[src/rtl/fifo_replay_pkg.sv]
`default_nettype none
// ============================================================================
// Module   : fifo_replay_pkg
// Purpose  : Shared types and width helpers for the replay FIFO.
//            fillStatus is the registered flag bundle presented on the bus;
//            fifoOutputEnableFlags names the bit position of each flag
//            inside that bundle.
// Revision : 1.0 - initial release
// ============================================================================
package fifo_replay_pkg;

    // MSB first: {empty, almostEmpty, full, almostFull, valid}
    typedef struct packed {
        logic empty;
        logic almostEmpty;
        logic full;
        logic almostFull;
        logic valid;
    } fillStatus;

    typedef enum logic [2:0] {
        FLAG_VALID        = 3'd0,
        FLAG_ALMOST_FULL  = 3'd1,
        FLAG_FULL         = 3'd2,
        FLAG_ALMOST_EMPTY = 3'd3,
        FLAG_EMPTY        = 3'd4
    } fifoOutputEnableFlags;

    // Pointer width: indexes 0..DEPTH-1, never narrower than one bit.
    function automatic int ptr_width(input int depth);
        return (depth <= 2) ? 1 : $clog2(depth);
    endfunction

    // Count width: holds 0..DEPTH inclusive.
    function automatic int cnt_width(input int depth);
        return $clog2(depth + 1);
    endfunction

endpackage
`default_nettype wire

[src/rtl/fifo_replay_if.sv]
`default_nettype none
// ============================================================================
// Module   : fifo_replay_if
// Purpose  : Producer/consumer bus of the replay FIFO.
//            master : the side driving writes, pops, commit and rewind
//            slave  : the FIFO itself
// Signals  : wr_valid/wr_ready/wr_data   write handshake
//            rd_valid/rd_ready/rd_data   read handshake (FWFT head word)
//            commit, rewind              replay control
//            status, fill_level, rd_avail, overflow   occupancy reporting
// Revision : 1.0 - initial release
// ============================================================================
interface fifo_replay_if
    import fifo_replay_pkg::*;
#(
    parameter int WIDTH = 32,
    parameter int DEPTH = 24
) ();
    localparam int CW = cnt_width(DEPTH);

    logic             wr_valid;
    logic             wr_ready;
    logic [WIDTH-1:0] wr_data;
    logic             rd_valid;
    logic             rd_ready;
    logic [WIDTH-1:0] rd_data;
    logic             commit;
    logic             rewind;
    fillStatus        status;
    logic [CW-1:0]    fill_level;
    logic [CW-1:0]    rd_avail;
    logic             overflow;

    modport master (
        output wr_valid, wr_data, rd_ready, commit, rewind,
        input  wr_ready, rd_valid, rd_data, status, fill_level, rd_avail, overflow
    );

    modport slave (
        input  wr_valid, wr_data, rd_ready, commit, rewind,
        output wr_ready, rd_valid, rd_data, status, fill_level, rd_avail, overflow
    );

endinterface
`default_nettype wire

[src/rtl/fifo_replay_wrap_ptr.sv]
`default_nettype none
// ============================================================================
// Module   : fifo_wrap_ptr
// Purpose  : Ring pointer over 0..DEPTH-1 with explicit DEPTH-1 -> 0 wrap,
//            so DEPTH need not be a power of two. Load beats increment.
// Ports    : clk, rst        clock, synchronous active-high reset
//            i_inc           advance by one (with wrap)
//            i_load          replace with i_load_val
//            i_load_val      load value
//            o_ptr           registered pointer
//            o_ptr_next      value o_ptr takes at the next edge
// Revision : 1.0 - initial release
// ============================================================================
module fifo_wrap_ptr
    import fifo_replay_pkg::*;
#(
    parameter  int DEPTH = 24,
    localparam int PW    = ptr_width(DEPTH)
) (
    input  wire logic          clk,
    input  wire logic          rst,
    input  wire logic          i_inc,
    input  wire logic          i_load,
    input  wire logic [PW-1:0] i_load_val,
    output logic      [PW-1:0] o_ptr,
    output logic      [PW-1:0] o_ptr_next
);
    localparam logic [PW-1:0] c_last = PW'(DEPTH - 1);

    logic [PW-1:0] r_ptr;
    logic [PW-1:0] w_next;

    always_comb begin
        w_next = r_ptr;
        if (i_load) begin
            w_next = i_load_val;
        end else if (i_inc) begin
            w_next = (r_ptr == c_last) ? '0 : r_ptr + 1'b1;
        end
    end

    always_ff @(posedge clk) begin
        if (rst) begin
            r_ptr <= '0;
        end else begin
            r_ptr <= w_next;
        end
    end

    assign o_ptr      = r_ptr;
    assign o_ptr_next = w_next;

endmodule
`default_nettype wire

[src/rtl/fifo_replay.sv]
`default_nettype none
// ============================================================================
// Module   : fifo_replay
// Purpose  : Synchronous FWFT FIFO of arbitrary DEPTH with transactional
//            replay. Popped words stay owned by the FIFO until commit;
//            rewind moves the read pointer back to the oldest uncommitted
//            word. With REPLAY=0 every pop commits implicitly.
// Ports    : clk    clock
//            reset  synchronous active-high reset
//            bus    fifo_replay_if.slave (handshakes, replay control, status)
// Revision : 1.0 - initial release
// ============================================================================
module fifo_replay
    import fifo_replay_pkg::*;
#(
    parameter int WIDTH              = 32,
    parameter int DEPTH              = 24,
    parameter int REPLAY             = 1,
    parameter int TRIGGERALMOSTFULL  = 2,
    parameter int TRIGGERALMOSTEMPTY = 2
) (
    input wire logic     clk,
    input wire logic     reset,
    fifo_replay_if.slave bus
);
    localparam int PW = ptr_width(DEPTH);
    localparam int CW = cnt_width(DEPTH);

    localparam logic [CW-1:0] c_depth_cnt = CW'(DEPTH);
    localparam bit            c_replay    = (REPLAY != 0);
    localparam int            c_af_thresh = DEPTH - TRIGGERALMOSTFULL;

    localparam fillStatus c_status_rst = '{
        empty:       1'b1,
        almostEmpty: 1'b1,
        full:        1'b0,
        almostFull:  (DEPTH <= TRIGGERALMOSTFULL),
        valid:       1'b0
    };

    // ---------------------------------------------------------------- state
    logic [WIDTH-1:0] r_mem [DEPTH];
    logic [CW-1:0]    r_fill;
    logic [CW-1:0]    r_rd_avail;
    logic             r_wr_ready;
    logic             r_rd_valid;
    logic [WIDTH-1:0] r_rd_data;
    fillStatus        r_status;
    logic             r_overflow;

    // ---------------------------------------------------------------- control
    logic          w_push;
    logic          w_pop;
    logic          w_commit;
    logic          w_rewind;
    logic [PW-1:0] w_wr_ptr,     w_wr_ptr_next;
    logic [PW-1:0] w_rd_ptr,     w_rd_ptr_next;
    logic [PW-1:0] w_commit_ptr, w_commit_ptr_next;
    logic [CW-1:0] w_rd_avail_next;
    logic [CW-1:0] w_fill_next;
    fillStatus     w_status_next;
    logic [WIDTH-1:0] w_rd_word;

    assign w_push   = bus.wr_valid && r_wr_ready;
    assign w_commit = c_replay && bus.commit;
    // Commit takes priority when both are requested.
    assign w_rewind = c_replay && bus.rewind && !bus.commit;
    // A pop handshake in a rewind cycle is dropped.
    assign w_pop    = r_rd_valid && bus.rd_ready && !w_rewind;

    fifo_wrap_ptr #(.DEPTH(DEPTH)) u_wr_ptr (
        .clk        (clk),
        .rst        (reset),
        .i_inc      (w_push),
        .i_load     (1'b0),
        .i_load_val ('0),
        .o_ptr      (w_wr_ptr),
        .o_ptr_next (w_wr_ptr_next)
    );

    fifo_wrap_ptr #(.DEPTH(DEPTH)) u_rd_ptr (
        .clk        (clk),
        .rst        (reset),
        .i_inc      (w_pop),
        .i_load     (w_rewind),
        .i_load_val (w_commit_ptr),
        .o_ptr      (w_rd_ptr),
        .o_ptr_next (w_rd_ptr_next)
    );

    // Without replay the commit pointer simply shadows the read pointer.
    fifo_wrap_ptr #(.DEPTH(DEPTH)) u_commit_ptr (
        .clk        (clk),
        .rst        (reset),
        .i_inc      (1'b0),
        .i_load     (!c_replay || w_commit),
        .i_load_val (w_rd_ptr_next),
        .o_ptr      (w_commit_ptr),
        .o_ptr_next (w_commit_ptr_next)
    );

    logic w_unused;
    assign w_unused = ^{w_wr_ptr_next, w_commit_ptr_next, w_rd_ptr};

    always_comb begin
        w_rd_avail_next = r_rd_avail + CW'(w_push) - CW'(w_pop);
        if (w_rewind) begin
            w_rd_avail_next = r_fill + CW'(w_push);
        end

        w_fill_next = r_fill + CW'(w_push);
        if (!c_replay || w_commit) begin
            w_fill_next = w_rd_avail_next;
        end

        w_status_next.empty       = (w_rd_avail_next == '0);
        w_status_next.almostEmpty = (int'(w_rd_avail_next) <= TRIGGERALMOSTEMPTY);
        w_status_next.full        = (w_fill_next == c_depth_cnt);
        w_status_next.almostFull  = (int'(w_fill_next) >= c_af_thresh);
        w_status_next.valid       = (w_rd_avail_next != '0);

        // Fall-through: if the next head slot is the one being written now,
        // take the word straight from the write port.
        w_rd_word = r_mem[w_rd_ptr_next];
        if (w_push && (w_rd_ptr_next == w_wr_ptr)) begin
            w_rd_word = bus.wr_data;
        end
    end

    always_ff @(posedge clk) begin
        if (w_push) begin
            r_mem[w_wr_ptr] <= bus.wr_data;
        end
    end

    always_ff @(posedge clk) begin
        if (reset) begin
            r_fill     <= '0;
            r_rd_avail <= '0;
            r_wr_ready <= 1'b1;
            r_rd_valid <= 1'b0;
            r_rd_data  <= '0;
            r_status   <= c_status_rst;
            r_overflow <= 1'b0;
        end else begin
            r_fill     <= w_fill_next;
            r_rd_avail <= w_rd_avail_next;
            r_wr_ready <= (w_fill_next != c_depth_cnt);
            r_rd_valid <= (w_rd_avail_next != '0);
            r_rd_data  <= w_rd_word;
            r_status   <= w_status_next;
            if (bus.wr_valid && !r_wr_ready) begin
                r_overflow <= 1'b1;
            end
        end
    end

    assign bus.wr_ready   = r_wr_ready;
    assign bus.rd_valid   = r_rd_valid;
    assign bus.rd_data    = r_rd_data;
    assign bus.status     = r_status;
    assign bus.fill_level = r_fill;
    assign bus.rd_avail   = r_rd_avail;
    assign bus.overflow   = r_overflow;

endmodule
`default_nettype wire

[src/flat_wrapper.sv]
// flat-port wrapper written by rule: the top's interface ports become plain ports
module fifo_replay_flat import fifo_replay_pkg::*;
#(
    parameter int WIDTH              = 32,
    parameter int DEPTH              = 24,
    parameter int REPLAY             = 1,
    parameter int TRIGGERALMOSTFULL  = 2,
    parameter int TRIGGERALMOSTEMPTY = 2
)
  (clk, reset, bus_wr_valid, bus_wr_data, bus_rd_ready, bus_commit, bus_rewind, bus_wr_ready, bus_rd_valid, bus_rd_data, bus_status, bus_fill_level, bus_rd_avail, bus_overflow);
  fifo_replay_if #(.WIDTH(WIDTH), .DEPTH(DEPTH)) bus_i ();
  input wire logic clk;
  input wire logic reset;
  input wire logic [$bits(bus_i.wr_valid)-1:0] bus_wr_valid;
  input wire logic [$bits(bus_i.wr_data)-1:0] bus_wr_data;
  input wire logic [$bits(bus_i.rd_ready)-1:0] bus_rd_ready;
  input wire logic [$bits(bus_i.commit)-1:0] bus_commit;
  input wire logic [$bits(bus_i.rewind)-1:0] bus_rewind;
  output wire logic [$bits(bus_i.wr_ready)-1:0] bus_wr_ready;
  output wire logic [$bits(bus_i.rd_valid)-1:0] bus_rd_valid;
  output wire logic [$bits(bus_i.rd_data)-1:0] bus_rd_data;
  output wire logic [$bits(bus_i.status)-1:0] bus_status;
  output wire logic [$bits(bus_i.fill_level)-1:0] bus_fill_level;
  output wire logic [$bits(bus_i.rd_avail)-1:0] bus_rd_avail;
  output wire logic [$bits(bus_i.overflow)-1:0] bus_overflow;
  assign bus_i.wr_valid = bus_wr_valid;
  assign bus_i.wr_data = bus_wr_data;
  assign bus_i.rd_ready = bus_rd_ready;
  assign bus_i.commit = bus_commit;
  assign bus_i.rewind = bus_rewind;
  assign bus_wr_ready = bus_i.wr_ready;
  assign bus_rd_valid = bus_i.rd_valid;
  assign bus_rd_data = bus_i.rd_data;
  assign bus_status = bus_i.status;
  assign bus_fill_level = bus_i.fill_level;
  assign bus_rd_avail = bus_i.rd_avail;
  assign bus_overflow = bus_i.overflow;
  fifo_replay #(.WIDTH(WIDTH), .DEPTH(DEPTH), .REPLAY(REPLAY), .TRIGGERALMOSTFULL(TRIGGERALMOSTFULL), .TRIGGERALMOSTEMPTY(TRIGGERALMOSTEMPTY)) u_core (.clk(clk), .reset(reset), .bus(bus_i));
endmodule
[config.mk]
export PLATFORM = sky130hd
export DESIGN_NAME = fifo_replay_flat
export DESIGN_NICKNAME = d
export VERILOG_FILES = /design/src/rtl/fifo_replay_pkg.sv /design/src/rtl/fifo_replay_if.sv /design/src/rtl/fifo_replay_wrap_ptr.sv /design/src/rtl/fifo_replay.sv /design/src/flat_wrapper.sv
export SDC_FILE = /design/constraint.sdc
export NUM_CORES = 1
export LEC_CHECK = 0
export CORE_MARGIN = 3
export CORE_UTILIZATION = 50
export DETAILED_ROUTE_END_ITERATION = 6
export GPL_TIMING_DRIVEN = 0
export MAX_ROUTING_LAYER = met4
export PLACE_DENSITY = 0.72
export REMOVE_ABC_BUFFERS = 1
export SYNTH_ARGS = -nofsm -noshare
export SYNTH_HDL_FRONTEND = slang
export SYNTH_SLANG_ARGS = --single-unit
[constraint.sdc]
create_clock -name clk -period 11 [get_ports clk]
set_clock_uncertainty 0.2 [all_clocks]
set_input_delay 2.2 -clock clk [delete_from_list [all_inputs] [get_ports clk]]
set_output_delay 2.2 -clock clk [all_outputs]
set_load 0.02 [all_outputs]
==> results of run 1 <==
synthesized netlist by cell type, drive strengths merged (2+ instances only):
cell	count	area, um^2
edfxtp	768	23100
nand2	270	1010
a211oi	257	1930
mux2i	168	1680
inv	137	514
a311oi	98	996
buf	97	500
clkbuf	84	315
nand3	71	355
dfxtp	64	1280
a211o	62	543
nor2	58	218
nor3	37	185
a32oi	31	272
nor4bb	16	160
and4bb	15	188
a21oi	14	81.3
ha	12	150
xnor2	8	70.1
xor2	7	68.8
a21o	5	37.5
o21ai	5	25.0
mux2	3	33.8
nand3b	3	22.5
nand4	3	18.8
nor2b	3	18.8
or3b	3	26.3
or2	2	12.5
routing by layer:
layer  track usage [%]
met5                 -
met2              38.8
met4              10.7
met1              34.7
met3              6.01
metrics by stage:
step / instance area, um^2 / cells / setup TNS, ns / hold slack (ns)
global route: 40100 / 3332 / 0 / 0.308
CTS: 40100 / 3331 / 0 / 0.269
floorplan: 33100 / 2138 / -212.61 / 0.257
detailed placement: 37300 / 3175 / 0 / 0.255
global placement: 35100 / 3089 / -968.21 / 0.256
cell families after synthesis:
logic type      Yosys count  share of synthesized area, %
flops                   832                          71.7
xor+xnor                 15                         0.409
simple gates            488                          6.69
fa+ha+maj                13                         0.501
compound gates          481                          11.7
mux                     171                          5.06
buf+inv                 319                          3.93
==> flow_summary.yaml, run 1 <==
grt:
  grt_max_degree: 95
  grt_overflow: 0
  grt_use_total_pct: 26.0
  grt_pass1_vias: 21100
  grt_first_pass_wirelength_um: 133000
  antenna_found_initial: 1
floorplan:
  die_h_um: 267
  die_x_um: 267
  start_util_pct: 51.1
  row_count: 94
  io_pins: 88
logic_synthesis:
  synth_area_mm2: 0.0339
  ys_types: 54
  ys.flop_type: "edfxtp_1"
  async_reset_ff_share_pct: 0
  synth-seq-area-share_pct: 71.7
  syn_inst: 2319
  synth_seq_cells: 832
  syn_avg_cell_area_um2: 14.6
  yosysWarnings: 0
  synth_edf_count: 768
placement:
  port_buffers: 87
  place.gp.congestion: 0.780
  hpwlAfterDp_um: 52800
  place_ws_ns: 2.11
clock_tree:
  ctsHoldBuffers: 0
  postCtsSetupBuffers: 0
  cts-root-buf: "clkbuf_16"
  clock-sinks: 832
  htreeDepth: 3
  clockBufferDepth: 3
  cts_buffers: 84
  cts_resized: 0
status:
  error: "[ERROR DRT-0255] Maze Route cannot find path of net clk in worker of routeBox ( 241500 0 ) ( 266515 48300 )."
  outcome: "did not finish"
  lastStage: "detailed routing (5_2_route)"
==> run 2, diff against run 1 <==
Settings changed: CORE_UTILIZATION 50 to 35, MAX_ROUTING_LAYER met4 to default, PLACE_DENSITY 0.72 to default, PLACE_DENSITY_LB_ADDON from default to 0.15.
==> flow_summary.yaml, run 2 <==
status:
  outcome: "finished clean"
logic_synthesis:
  ys_top_cells_by_count: "768 x edfxtp_1, 270 x nand2_1, 257 x a211oi_1, 168 x mux2i_1, 137 x inv_1"
  syn_inst: 2319
  synth_edf_count: 768
  synth_most_common_cell: "edfxtp_1"
  synth_area_mm2: 0.0339
  yosysWarnings: 0
  synth-seq-area-share_pct: 71.7
  ys_types: 54
  async_reset_ff_share_pct: 0
  synth_seq_cells: 832
  syn_avg_cell_area_um2: 14.6
  yosysTopAreaCell: "edfxtp_1"
  ys.flop_type: "edfxtp_1"
  synth_top_area_share_pct: 68.0
  synth_area_leaders: "edfxtp_1 68%, a211oi_1 5.7%, mux2i_1 5.0%"
clock_tree:
  htreeDepth: 3
  clkSlewWorstSetupHoldPaths_ns: 0.06
  clockBufferDepth: 3
  cts-root-buf: "clkbuf_16"
  clkLatencyLatePin_ns: 0.65
  ctsHoldBuffers: 0
  clock-sinks: 832
  cts_buffers: 90
  cts_resized: 0
  cts_tree: "yes"
  postCtsSetupBuffers: 0
hold_path:
  hold_end: "u_core.u_commit_ptr.o_ptr[3]"
  holdPathStages: 2
  min_path_type: "flip-flop to flip-flop"
  min_from: "u_core.u_commit_ptr.o_ptr[3]"
power:
  irDropWorstVdd_v: 0.000133
  power_density_mw_per_mm2: 195
  leakagePower_nw: 13.7
floorplan:
  dieArea_mm2: 0.101
  core_area_mm2: 0.0956
  start_util_pct: 35.5
  die_h_um: 317
  row_count: 113
  io_pins: 88
  die_x_um: 317
setup_path:
  r2r_slack_ns: 5.48
  crit_type: "primary input to flip-flop"
  critPathMaxStageDelay_ns: 1.02
  slowest_stage: "clkdlybuf4s50_1"
  required_ns: 11.25
  path_delay_family: "buffers and inverters"
  reg2reg_depth: 13
  crit_path_start_kind: "primary input"
  r2r-start: "u_core.u_rd_ptr.o_ptr[0]"
  cp_max_fo: 53
  cp-end-kind: "flip-flop"
  crit_arrival_ns: 8.44
  timing.rr.end: "u_core.bus.rd_data[31]"
  crit_chain: "clkdlybuf4s50_1, nand2b_4, buf_16, nor2_4, buf_12, buf_12, buf_12, a21oi_4, buf_16, buf_16, xnor2_1, nand4_1, or2_4, a311oi_1"
  crit_buf_inv: 7
layout:
  largest_reg_flops: 768
  final_cell_mix: "768 x edfxtp_1, 267 x nand2_1, 257 x a211oi_1"
  nNetsFinal: 2459
  areaGrowthSynthToFinish_pct: 20.2
  drive_above_1_share_pct: 11.6
  fin_area_mm2: 0.0408
  fin_cells: 3747
  top_register: "u_core.r_mem"
  layout.cells.most_common: "edfxtp_1"
detailed_routing:
  dr_wl_met3_um: 6330
  drc: 0
  dr.pass1.iters: 5
  wl_um: 97700
  route.met2.wl_um: 44700
  drtIter0Drc: 1899
  ant_nets: 0
  vias_per_cell: 5.52
  drt-met1-wl_um: 44200
  route.top_layer_used: "met5"
  vias: 20700
  wl_per_cell_um: 26.1
placement:
  dpl.cell_count: 3581
  place_ws_ns: 2.24
  port_buffers: 87
  place.gp.congestion: 0.707
  hpwlAfterDp_um: 57000
  placed_area_mm2: 0.0379
grt:
  antenna_found_initial: 2
  grt_use_total_pct: 19.2
  grt_max_degree: 84
  grt_pass1_vias: 20300
  grt_first_pass_wirelength_um: 141000
  grt_overflow: 0
sta:
  fin_crit_ns: 8.18
  whs_ns: 0.286
  slew_violations: 0
  fmax_mhz: 122
  hold_viol: 0
  setup-tns-final_ns: 0
  fin_crit_sh_pct: 74.4
  setup_viol: 0
  rsz0062_at_grt: "no"
  tightest_slew_ns: 0.989
  setup_slack_ns: 2.82
  maxSlewHeadroom_pct: 33.9
job:
  max-cap-violations: 0
-- run 2: stage by stage --
step	total power, mW	utilization (%)
3_5_place_dp	5.06	39.7
5_1_grt	8.25	42.7
4_1_cts	8.03	42.7
3_3_place_gp	5.19	37.2
2_1_floorplan	4.50	-
6_report	7.94	42.7
-- run 2: cells by family (layout without fill, tap and decap cells) --
family | after synthesis | in the layout | share of synthesized area, %
xor gates and xnor gates | 15 | 15 | 0.409
DFF | 832 | 832 | 71.7
other | 0 | 1 | 0
buffers and inverters | 319 | 481 | 3.93
muxes | 171 | 171 | 5.06
and+or+nand+nor | 488 | 488 | 6.69
adders and majority gates | 13 | 13 | 0.501
AOI/OAI and AO/OA | 481 | 481 | 11.7
-- run 2: cell type report --
| type | instances | area, um^2 |
|---|---|---|
| Antenna cell | 1 | 2.50 |
| Clock buffer | 122 | 2440 |
| Clock inverter | 43 | 430 |
| Fill cell | 8516 | 54800 |
| Inverter | 138 | 518 |
| Multi-Input combinational cell | 1168 | 8540 |
| Sequential cell | 832 | 24300 |
| Tap cell | 1265 | 1580 |
| Timing Repair Buffer | 178 | 2940 |
-- run 2: worst reg2reg max path, stage by stage, from the launching register on --
cell	delay, ns
dfxtp_1	0.36
ha_1	0.23
nand3_1	0.19
xor2_4	0.71
buf_16	0.26
buf_12	0.21
buf_12	0.24
a21oi_4	0.23
buf_16	0.25
buf_16	0.17
xnor2_1	0.16
nand4_1	0.65
or2_4	0.82
a311oi_1	0.69
-- run 2: report_power, final --
group          total (mW)  internal [mW]  switching [mW]
logic                1.41          0.547           0.861
clock network        2.95           1.73            1.22
registers            3.59           3.55          0.0397
total                7.94           5.82            2.12
-- run 2: how the worst max path moves through the flow --
stage,endpoint,cells past startpoint,start
2_1_floorplan,u_core.bus.rd_data[30],7,bus_commit
3_3_place_gp,u_core.bus.rd_data[26],8,bus_commit
3_5_place_dp,u_core.bus.rd_data[26],14,bus_commit
4_1_cts,u_core.bus.rd_data[26],14,bus_commit
5_1_grt,u_core.bus.rd_data[31],14,bus_commit
6_report,u_core.bus.rd_data[31],14,bus_commit
-- run 2: layer usage --
metal / global-route usage [%] / up-vias
met4: 5.35 / 2
met1: 27.4 / 10600
met3: 3.16 / 150
met2: 30.2 / 750
met5: 0 / -
li1: - / 9189
Note: power is estimated with default switching activity, not from simulation.
==> run 3, diff against run 2 <==
Clock period 11 ns to 7.7 ns, I/O delays scaled along.
==> results of run 3 <==
The final DEF is identical to that of run 2. Status: finished clean.
Main changes from that run: setup slack after placement 2.24 ns -> -0.395 ns; setup slack after layout 2.82 ns -> 0.178 ns; register-to-register setup slack 5.48 ns -> 2.18 ns; total power 7.94 mW -> 11.3 mW; worst IR drop on VDD 0.000133 V -> 0.000189 V
==> run 4, diff against run 3 <==
Settings changed: CTS_BUF_LIST from default to sky130_fd_sc_hd__clkbuf_16.
==> flow_summary.yaml, run 4 (synthesized netlist as in run 2, its figures left out) <==
detailed_routing:
  wl_um: 97700
  vias_per_cell: 5.53
  wl_per_cell_um: 26.1
  dr.pass1.iters: 5
  drc: 0
  drtIter0Drc: 1883
  ant_nets: 0
  vias: 20700
sta:
  fin_crit_sh_pct: 97.8
  setup_viol: 0
  slew_violations: 0
  setup-tns-final_ns: 0
  tightest_slew_ns: 0.979
  hold_viol: 0
  setup_slack_ns: 0.170
  maxSlewHeadroom_pct: 34.5
  fin_crit_ns: 7.53
  fmax_mhz: 133
  rsz0062_at_grt: "no"
clock_tree:
  cts_tree: "yes"
  clkSlewWorstSetupHoldPaths_ns: 0.06
  ctsHoldBuffers: 0
  clkLatencyLatePin_ns: 0.65
  clock-sinks: 832
  clockBufferDepth: 3
  postCtsSetupBuffers: 0
  htreeDepth: 3
  cts_resized: 0
  cts-root-buf: "clkbuf_16"
  cts_buffers: 90
placement:
  place.gp.congestion: 0.707
  port_buffers: 87
  dpl.cell_count: 3581
  place_ws_ns: -0.395
  hpwlAfterDp_um: 57000
layout:
  layout.cells.most_common: "edfxtp_1"
  largest_reg_flops: 768
  diodes: 0
  fin_util_pct: 42.7
  top_register: "u_core.r_mem"
  nNetsFinal: 2459
  drive_above_1_share_pct: 11.4
  areaGrowthSynthToFinish_pct: 20.1
  fin_cells: 3746
  final_cell_mix: "768 x edfxtp_1, 267 x nand2_1, 257 x a211oi_1"
setup_path:
  cp-end-kind: "flip-flop"
  crit_type: "primary input to flip-flop"
  crit_path_start_kind: "primary input"
  required_ns: 7.95
  crit_arrival_ns: 7.78
  cp_max_fo: 53
floorplan:
  core_area_mm2: 0.0956
  dieArea_mm2: 0.101
  start_util_pct: 35.5
  io_pins: 88
  row_count: 113
  die_h_um: 317
  die_x_um: 317
job:
  max-cap-violations: 0
grt:
  antenna_found_initial: 2
  grt_max_degree: 84
  grt_pass1_vias: 20300
  grt_use_total_pct: 19.2
  grt_overflow: 0
  grt_first_pass_wirelength_um: 141000
power:
  p_total_mw: 11.3
  leakagePower_nw: 13.8
  power_density_mw_per_mm2: 277
  irDropWorstVdd_v: 0.000189
hold_path:
  min_path_type: "flip-flop to flip-flop"
status:
  outcome: "finished clean"
[run 4: final cells by class]
type / count / area, um^2
well taps: 1265 / 1580
flip-flops and latches: 832 / 24300
inverters: 138 / 518
multi-input cells: 1168 / 8540
repair buffers: 178 / 2940
fillers: 8527 / 54800
clock inverters: 73 / 543
clock buffers: 92 / 2300
[run 4: path summary, 6_finish.rpt]
path | startpoint | to | slack, ns | depth (start not counted)
min reg2reg | u_core.u_commit_ptr.o_ptr[3] | u_core.u_commit_ptr.o_ptr[3] | 0.29 | 2
max reg2reg | u_core.u_rd_ptr.o_ptr[0] | u_core.bus.rd_data[31] | 2.15 | 13
max | bus_commit | u_core.bus.rd_data[31] | 0.17 | 14
min | u_core.u_commit_ptr.o_ptr[3] | u_core.u_commit_ptr.o_ptr[3] | 0.29 | 2
[run 4: metal layers]
layer	routed length [um]	track usage, %
met1	44400	27.4
met2	44800	30.2
met3	6140	3.16
met4	2450	5.35
met5	13	0
[run 4: metrics by stage]
| stage | hold slack, ns | instance area (um^2) |
|---|---|---|
| floorplan | 0.257 | 33100 |
| global placement | 0.262 | 35600 |
| detailed placement | 0.276 | 37900 |
| CTS | 0.290 | 40800 |
| global route | 0.324 | 40800 |
| finish | 0.286 | 40800 |
[run 4: report_power, final]
part	leakage (nW)	internal [mW]	switching, mW
registers	7.45	5.07	0.0566
clock network	1.51	2.40	1.75
logic	4.80	0.781	1.23
total	13.8	8.25	3.03
[run 4: worst max-delay path, stage by stage]
cell and delay (ns):
clkdlybuf4s50_1 1.02, nand2b_4 0.66, buf_16 0.35, nor2_4 0.21, buf_12 0.22, buf_12 0.17
buf_12 0.19, a21oi_4 0.60, buf_16 0.25, buf_16 0.17, xnor2_1 0.13, nand4_1 0.65
or2_4 0.82, a311oi_1 0.66
